$ cat src/rtl/cordic_iter_seq.sv
// CORDIC iteration sequencer: produces the per-iteration shift/ROM address and
// framing flags for circular or hyperbolic CORDIC, with hyperbolic repeats.
module cordic_iter_seq #(
    parameter int WIDTH = 6
) (
    input  logic             clock,
    input  logic             reset,
    input  logic             enable,
    input  logic             start,
    input  logic             abort,
    input  logic             mode,
    input  logic [WIDTH-1:0] niter,
    output logic [WIDTH-1:0] addr,
    output logic             valid,
    output logic             first,
    output logic             last,
    output logic             rpt,
    output logic             busy,
    output logic             done
);

    typedef enum logic [1:0] {
        IDLE = 2'd0,
        RUN  = 2'd1,
        DONE = 2'd2
    } state_t;

    localparam logic [WIDTH-1:0] ADDR_MAX = {WIDTH{1'b1}};
    localparam logic [WIDTH-1:0] ONE      = {{(WIDTH-1){1'b0}}, 1'b1};
    localparam logic [WIDTH-1:0] ZERO     = {WIDTH{1'b0}};

    state_t           state_r, state_s;
    logic [WIDTH-1:0] addr_r, addr_s;
    logic [WIDTH-1:0] step_r, step_s;
    logic [WIDTH-1:0] niter_r, niter_s;
    logic             mode_r, mode_s;
    logic             rpt_r, rpt_s;
    logic             last_s;
    logic             accept_s;

    // Hyperbolic CORDIC must repeat these indices to converge; values at or
    // above 2^WIDTH can never match because addr cannot hold them.
    function automatic logic is_repeat_addr(input logic [WIDTH-1:0] a);
        logic [31:0] v;
        v = 32'(a);
        return (v == 32'd4) || (v == 32'd13) || (v == 32'd40);
    endfunction

    assign last_s   = (state_r == RUN) && ((step_r + ONE) == niter_r);
    assign accept_s = start && !abort && ((state_r == IDLE) || (state_r == DONE));

    // State register; reset overrides enable.
    always_ff @(posedge clock) begin
        if (reset) begin
            state_r <= IDLE;
            addr_r  <= ZERO;
            step_r  <= ZERO;
            niter_r <= ZERO;
            mode_r  <= 1'b0;
            rpt_r   <= 1'b0;
        end else begin
            state_r <= state_s;
            addr_r  <= addr_s;
            step_r  <= step_s;
            niter_r <= niter_s;
            mode_r  <= mode_s;
            rpt_r   <= rpt_s;
        end
    end

    // Next-state logic: abort beats start, and start is only honoured in IDLE/DONE.
    always_comb begin
        state_s = state_r;
        addr_s  = addr_r;
        step_s  = step_r;
        niter_s = niter_r;
        mode_s  = mode_r;
        rpt_s   = rpt_r;
        if (!enable) begin
            state_s = state_r;
        end else if (accept_s) begin
            niter_s = niter;
            mode_s  = mode;
            step_s  = ZERO;
            rpt_s   = 1'b0;
            if (niter != ZERO) begin
                state_s = RUN;
                addr_s  = mode ? ONE : ZERO;
            end else begin
                state_s = DONE;
                addr_s  = ZERO;
            end
        end else if (abort || (state_r == IDLE) || (state_r == DONE)) begin
            state_s = IDLE;
            addr_s  = ZERO;
            step_s  = ZERO;
            rpt_s   = 1'b0;
        end else if (state_r == RUN) begin
            if (last_s) begin
                state_s = DONE;
            end else begin
                step_s = step_r + ONE;
                if (mode_r && is_repeat_addr(addr_r) && !rpt_r) begin
                    rpt_s = 1'b1;
                end else begin
                    rpt_s  = 1'b0;
                    addr_s = (addr_r == ADDR_MAX) ? addr_r : (addr_r + ONE);
                end
            end
        end else begin
            state_s = IDLE;
            addr_s  = ZERO;
            step_s  = ZERO;
            rpt_s   = 1'b0;
        end
    end

    assign addr  = addr_r;
    assign valid = (state_r == RUN);
    assign first = (state_r == RUN) && (step_r == ZERO);
    assign last  = last_s;
    assign rpt   = (state_r == RUN) && rpt_r;
    assign busy  = (state_r == RUN) || (state_r == DONE);
    assign done  = (state_r == DONE);

endmodule
$ cat config.mk
export PLATFORM = sky130hd
export DESIGN_NAME = cordic_iter_seq
export DESIGN_NICKNAME = d
export VERILOG_FILES = /design/src/rtl/cordic_iter_seq.sv
export SDC_FILE = /design/constraint.sdc
export NUM_CORES = 1
export LEC_CHECK = 0
export BUFFER_PORTS_ARGS = -buffer_cell sky130_fd_sc_hd__buf_2
export CORE_AREA = 2 2 50 86
export DETAILED_ROUTE_END_ITERATION = 8
export DIE_AREA = 0 0 52 88
export PLACE_DENSITY = 0.64
export REMOVE_ABC_BUFFERS = 1
export SYNTH_ARGS = -nofsm -noshare
export SYNTH_HDL_FRONTEND = slang
export SYNTH_SLANG_ARGS = --single-unit
$ cat constraint.sdc
create_clock -name clock -period 2.05 [get_ports clock]
set_input_delay 0.205 -clock clock [delete_from_list [all_inputs] [get_ports clock]]
set_output_delay 0.205 -clock clock [all_outputs]
set_load 0.1 [all_outputs]
==> results of run 1 <==
metrics by stage:
stage	setup WS (ps)	utilization	instances	setup TNS (ps)	hold WS (ps)
detailed placement	-150	0.474	262	-641	464
global route	-119	0.550	271	-509	204
finish	-18.5	0.550	271	-34.1	190
global placement	-109	0.474	262	-528	460
floorplan	-1030	-	163	-15720	274
CTS	-84.3	0.518	271	-273	187
registers in the layout, summed over array words and instances, names as in the netlist:
name     cells
niter_r      6
step_r       6
rpt_r        1
state_r      2
mode_r       1
addr         6
final timing paths:
path	cells past startpoint	start	end	slack [ps]
worst min-delay path	3	niter[1]	niter_r[1]$_SDFFE_PP0P_	190
worst min register to register	2	niter_r[4]$_SDFFE_PP0P_	niter_r[4]$_SDFFE_PP0P_	480
worst max register to register	8	state_r[0]$_SDFFE_PP0P_	addr[1]$_SDFFE_PP0P_	-20
worst max-delay path	8	state_r[0]$_SDFFE_PP0P_	addr[1]$_SDFFE_PP0P_	-20
final cells by class:
type                            count  area share
Clock buffer                        4      0.0259
Sequential cell                    22       0.214
Tap cell                           48      0.0283
Timing Repair Buffer               56       0.185
Inverter                            7      0.0135
Multi-Input combinational cell    134       0.533
routing by layer:
layer  part of all wire  vias to the layer above
met2               0.60                       21
met5                  0                        -
met1               0.35                      701
met3              0.022                        9
met4              0.030                        0
li1                   -                      739
timing repair:
| action | 4_1_cts | 5_1_grt |
|---|---|---|
| gates resized for setup | 20 | 25 |
| endpoints found under the setup margin | 12 | 13 |
| setup buffers | 5 | 2 |
| pin swaps | 11 | 16 |
where the power goes:
group	internal, W	switching [W]	total (W)	leakage (nW)
clock network	0.000172	0.000145	0.000317	0.0288
registers	0.000432	0.00000915	0.000441	0.182
logic	0.0000662	0.000112	0.000178	0.604
total	0.000670	0.000266	0.000936	0.815
cells in the final DEF (no fill, tap or decap), drive strengths merged, types with 3 or more instances in the layout:
cell | netlist | layout
a21oi | 10 | 10
a31oi | 7 | 7
and3 | 3 | 3
buf | 8 | 56
clkbuf | 1 | 4
dfxtp | 22 | 22
ha | 8 | 8
inv | 7 | 7
mux2i | 3 | 3
nand2 | 20 | 20
nand2b | 7 | 7
nand3 | 12 | 12
nor2 | 5 | 5
nor3 | 4 | 4
o2111ai | 3 | 3
o211ai | 7 | 7
o21ai | 5 | 5
o31ai | 3 | 3
or4 | 5 | 5
xnor2 | 3 | 3
xor2 | 3 | 3
logic make-up after synthesis:
family,Yosys count
AO/OA/AOI/OAI,43
XOR/XNOR,6
adder cells (fa/ha/maj),8
buffers and inverters,16
flip-flops,22
multiplexers,4
AND/OR/NAND/NOR,73
worst min-delay path: stages:
cell	delay [ps]
buf_2	100
nand3_1	60
a21oi_1	50
==> impl_metrics.yaml, run 1 <==
critical_path:
  worstPathMaxFanout: 4
  max_stage_delay_ps: 490
  worst-path-buf-inv: 1
  critical_path_arrival_ps: 2280
  cp_top_family: "simple AND/OR/NAND/NOR gates"
  worstPathCellList: "buf_4, ha_1, or4b_4, nor4b_4, a21boi_2, o211ai_2, mux2_4, nor2_1"
  critPathSlowestCell: "or4b_4"
  critical_path_class: "flop to flop"
  required_ps: 2260
  crit_path_end_kind: "flop"
  worstSetupStartpointType: "flop"
drt:
  drt-initial-drc-count: 21
  drtAntennaViolNets: 0
  routed_wl_um: 3990
  vias: 1470
  wl_per_cell_um: 14.7
  first_pass_iters: 4
  via_per_inst: 5.42
  drcViolationCount: 0
synth:
  synth.cell_area_mm2: 0.00150
  synth_top_family_by_area: "simple AND/OR/NAND/NOR gates"
  synth_area_leaders: "dfxtp_1, ha_1, nand2_1"
  synth_edf_count: 0
  synth_top_area_share: 0.295
  yosysMostFrequentCell: "dfxtp_1"
  synth_compound_area_frac: 0.227
  synth_seq_area_share: 0.295
  synth_xor_area_frac: 0.0351
  yosys.area_share.simple: 0.289
  synth_top_cell_by_area: "dfxtp_1"
  netlist_instances: 172
  async_flop_share: 0
  synth_commonest_cells: "dfxtp_1, nand2_1, nand3_1"
  ys_warn_count: 0
  ys.flop_type: "dfxtp_1"
  synth-seq-cells: 22
  syn-mean-instance-area_um2: 8.69
  ys_types: 53
  synthAdderAreaFrac: 0.0669
  muxShareOfSynthArea: 0.0276
grt:
  grt_util_met2: 0.371
  grt.met1_usage: 0.192
  grt_max_degree: 24
  track_usage: 0.190
  grt_pass1_vias: 1477
  grt_busiest_layer: "met2"
  use_met3: 0.0188
  grt_overflow: 0
  grt_pass1_wl_um: 6600
  antenna_found_initial: 0
cts:
  worstSkewPairLatency_ps: 270
  cts_sinks: 22
  numCtsBuffers: 3
  cts_tree: "done"
  cts_hold_buf: 0
  clkTransAtPathRegs_ps: 80
  cts.root.buffer_cell: "clkbuf_8"
  cts_htree_levels: 1
  clockBufferDepth: 2
sta:
  max_freq_mhz: 483
  report.final.slew_viol_count: 0
  slew-limit-headroom: 0.676
  rsz0062_at_grt: "true"
  setup_violations: 2
  fin_crit_ps: 2070
  hold_viol: 0
  worst_clock_skew_ps: 3.17
  worst_slack_ps: -18.5
  worst_slew_pin_slew_ps: 490
  min_period_over_period: 1.01
status:
  failed_checks: "setup timing"
  status: "finished, violations left"
pwr:
  max-vdd-ir-drop_uv: 331
  p_leak_nw: 0.815
  power_density_mw_per_mm2: 440
  finalPower_w: 0.000936
min_path:
  min_path_type: "input pin to flop"
layout:
  nFillCells: 361
  antenna_cells: 0
  final_area_mm2: 0.00213
  seq_area_um2: 455
  syn2layout_area_growth_pct: 42.2
  drive_gt1_frac: 0.457
  finish.net_count: 244
  multiInputGateArea_mm2: 0.00113
die:
  die-area_mm2: 0.00458
  start_util: 0.387
  ios: 24
  die_width_um: 52
  num_rows: 30
  fp.coreArea_mm2: 0.00387
  die_h_um: 88
placed_design:
  hpwlAfterDp_um: 2900
  dpl_cell_area_mm2: 0.00183
  gp_congestion: 0.867
  port_buffers: 23
run:
  drv_cap: 0
(Power assumes the default switching activity.)
==> run 2, diff against run 1 <==
PLACE_DENSITY = 0.62   (was 0.64)
RECOVER_POWER = 25   (was default)
clock period = 2.65 ns   (was 2.05 ns; I/O delays follow)
==> run 2 against run 1 <==
Compared with the run above: the flow now finishes without violations; critical path depth fell by 1; clock-buffer cell count unchanged; clock power is 22% lower; hold slack improved by 70 ps; power down 26%; largest power group unchanged; critical endpoint is now last; cell area down 21%; wire length shrank 8.1%.
==> impl_metrics.yaml, run 2 (synthesized netlist as in run 1, its figures left out) <==
layout:
  nFillCells: 398
  syn2layout_area_growth_pct: 12.3
  seq_area_um2: 440
  post-route-util: 0.434
  finish.net_count: 213
  antenna_cells: 0
  drive_gt1_frac: 0.177
  final_common_cell: "dfxtp_1"
  multiInputGateArea_um2: 965
  final_area_mm2: 0.00168
  mostFrequentLayoutCells: "dfxtp_1, nand2_1, buf_2, nand3_1, a21oi_1"
placed_design:
  port_buffers: 23
  dpl_cell_area_mm2: 0.00164
  gp_congestion: 0.867
  hpwlAfterDp_um: 2870
  place_ws_ps: 248
sta:
  worst_slack_ps: 130
  max_freq_mhz: 397
  fin_crit_ps: 2520
  setup_violations: 0
  min_period_over_period: 0.951
  hold_viol: 0
  worst_slew_pin_slew_ps: 1170
  report.final.slew_viol_count: 0
  rsz0062_at_grt: "false"
  slew-limit-headroom: 0.224
  worst_clock_skew_ps: 1.73
pwr:
  combPwrFrac: 0.153
  max-vdd-ir-drop_uv: 271
  pwr-share-seq: 0.492
  clkPwrFrac: 0.355
  power_density_mw_per_mm2: 414
  p_leak_nw: 0.587
  switching_share: 0.284
  internal_power_w: 0.000497
  finalPower_w: 0.000694
  p_sw_w: 0.000197
critical_path:
  worstSetupStartpointType: "flop"
  crit_path_end_kind: "output port"
  worstPathMaxFanout: 10
  critical_path_arrival_ps: 2260
  critical_path_class: "flop to output port"
  r2r_slack_ps: 220
  required_ps: 2380
cts:
  cts_sinks: 22
  cts.root.buffer_cell: "clkbuf_8"
  numCtsBuffers: 3
  worstSkewPairLatency_ps: 260
  cts_setup_buffers: 0
  cts_tree: "done"
  clockBufferDepth: 2
  cts_htree_levels: 1
  cts_hold_buf: 0
  cts_repair_resize_count: 0
  clkTransAtPathRegs_ps: 80
drt:
  via_per_inst: 5.73
  vias: 1375
  drtAntennaViolNets: 0
  drcViolationCount: 0
  first_pass_iters: 4
  drt-initial-drc-count: 47
  wl_per_cell_um: 15.3
  routed_wl_um: 3670
grt:
  track_usage: 0.173
  antenna_found_initial: 0
  grt_pass1_wl_um: 5960
  grt_overflow: 0
  grt_pass1_vias: 1324
  grt_max_degree: 24
die:
  start_util: 0.387
  die_h_um: 88
  die-area_mm2: 0.00458
  fp.coreArea_mm2: 0.00387
  ios: 24
  die_width_um: 52
  num_rows: 30
run:
  drv_cap: 0
min_path:
  min_path_type: "input pin to flop"
status:
  status: "completed"
==> run 2: cell types whose count changed in the layout (fill, tap and decap cells not counted), moves of 4 or more <==
cell / delta
buf_4: -28
buf_6: -4
ha_1: +4
clkbuf_1: +8
nand2_2: -4
buf_2: -7
dfxtp_1: +6
nand2_1: +4
==> run 2: critical path: stages (launching register included) <==
cell and delay, ps:
dfxtp_1 450, inv_1 100, ha_1 330, xnor2_1 250, o2111ai_4 240, nor2_4 250, and2_2 210, buf_12 170
==> run 2: path summary, 6_finish.rpt <==
path / start / end / cells past startpoint
worst min register to register: niter_r[4]$_SDFFE_PP0P_ / niter_r[4]$_SDFFE_PP0P_ / 2
worst max register to register: state_r[0]$_SDFFE_PP0P_ / addr[1]$_SDFFE_PP0P_ / 8
worst min-delay path: niter[3] / niter_r[3]$_SDFFE_PP0P_ / 3
worst max-delay path: step_r[0]$_SDFFE_PP0P_ / last / 7
==> run 2: final cells by class <==
type	instances	share of cell area
multi-input combinational	134	0.575
sequential	22	0.262
timing repair buffer	25	0.0790
tap	48	0.0358
clock buffer	4	0.0328
inverter	7	0.0156
==> run 2: through the flow <==
stage	hold WS [ps]	setup TNS, ps	instances
global route	259	0	240
detailed placement	470	0	236
floorplan	334	-3210	163
global placement	458	0	236
finish	259	0	240
CTS	259	0	240
==> run 2: layer usage <==
layer	global-route usage	part of all wire	vias up
met1	0.170	0.36	664
li1	-	-	678
met2	0.341	0.59	27
met4	0.0813	0.016	0
met3	0.0188	0.032	6
met5	0	0	-
==> run 2: power groups by stage <==
| stage | sequential (W) | clock (W) | combinational, W |
|---|---|---|---|
| 2_1_floorplan | 0.000356 | 0 | 0.0000678 |
| 3_3_place_gp | 0.000350 | 0 | 0.000108 |
| 3_5_place_dp | 0.000350 | 0 | 0.000109 |
| 4_1_cts | 0.000342 | 0.000252 | 0.000109 |
| 5_1_grt | 0.000343 | 0.000266 | 0.000114 |
| 6_report | 0.000342 | 0.000246 | 0.000106 |
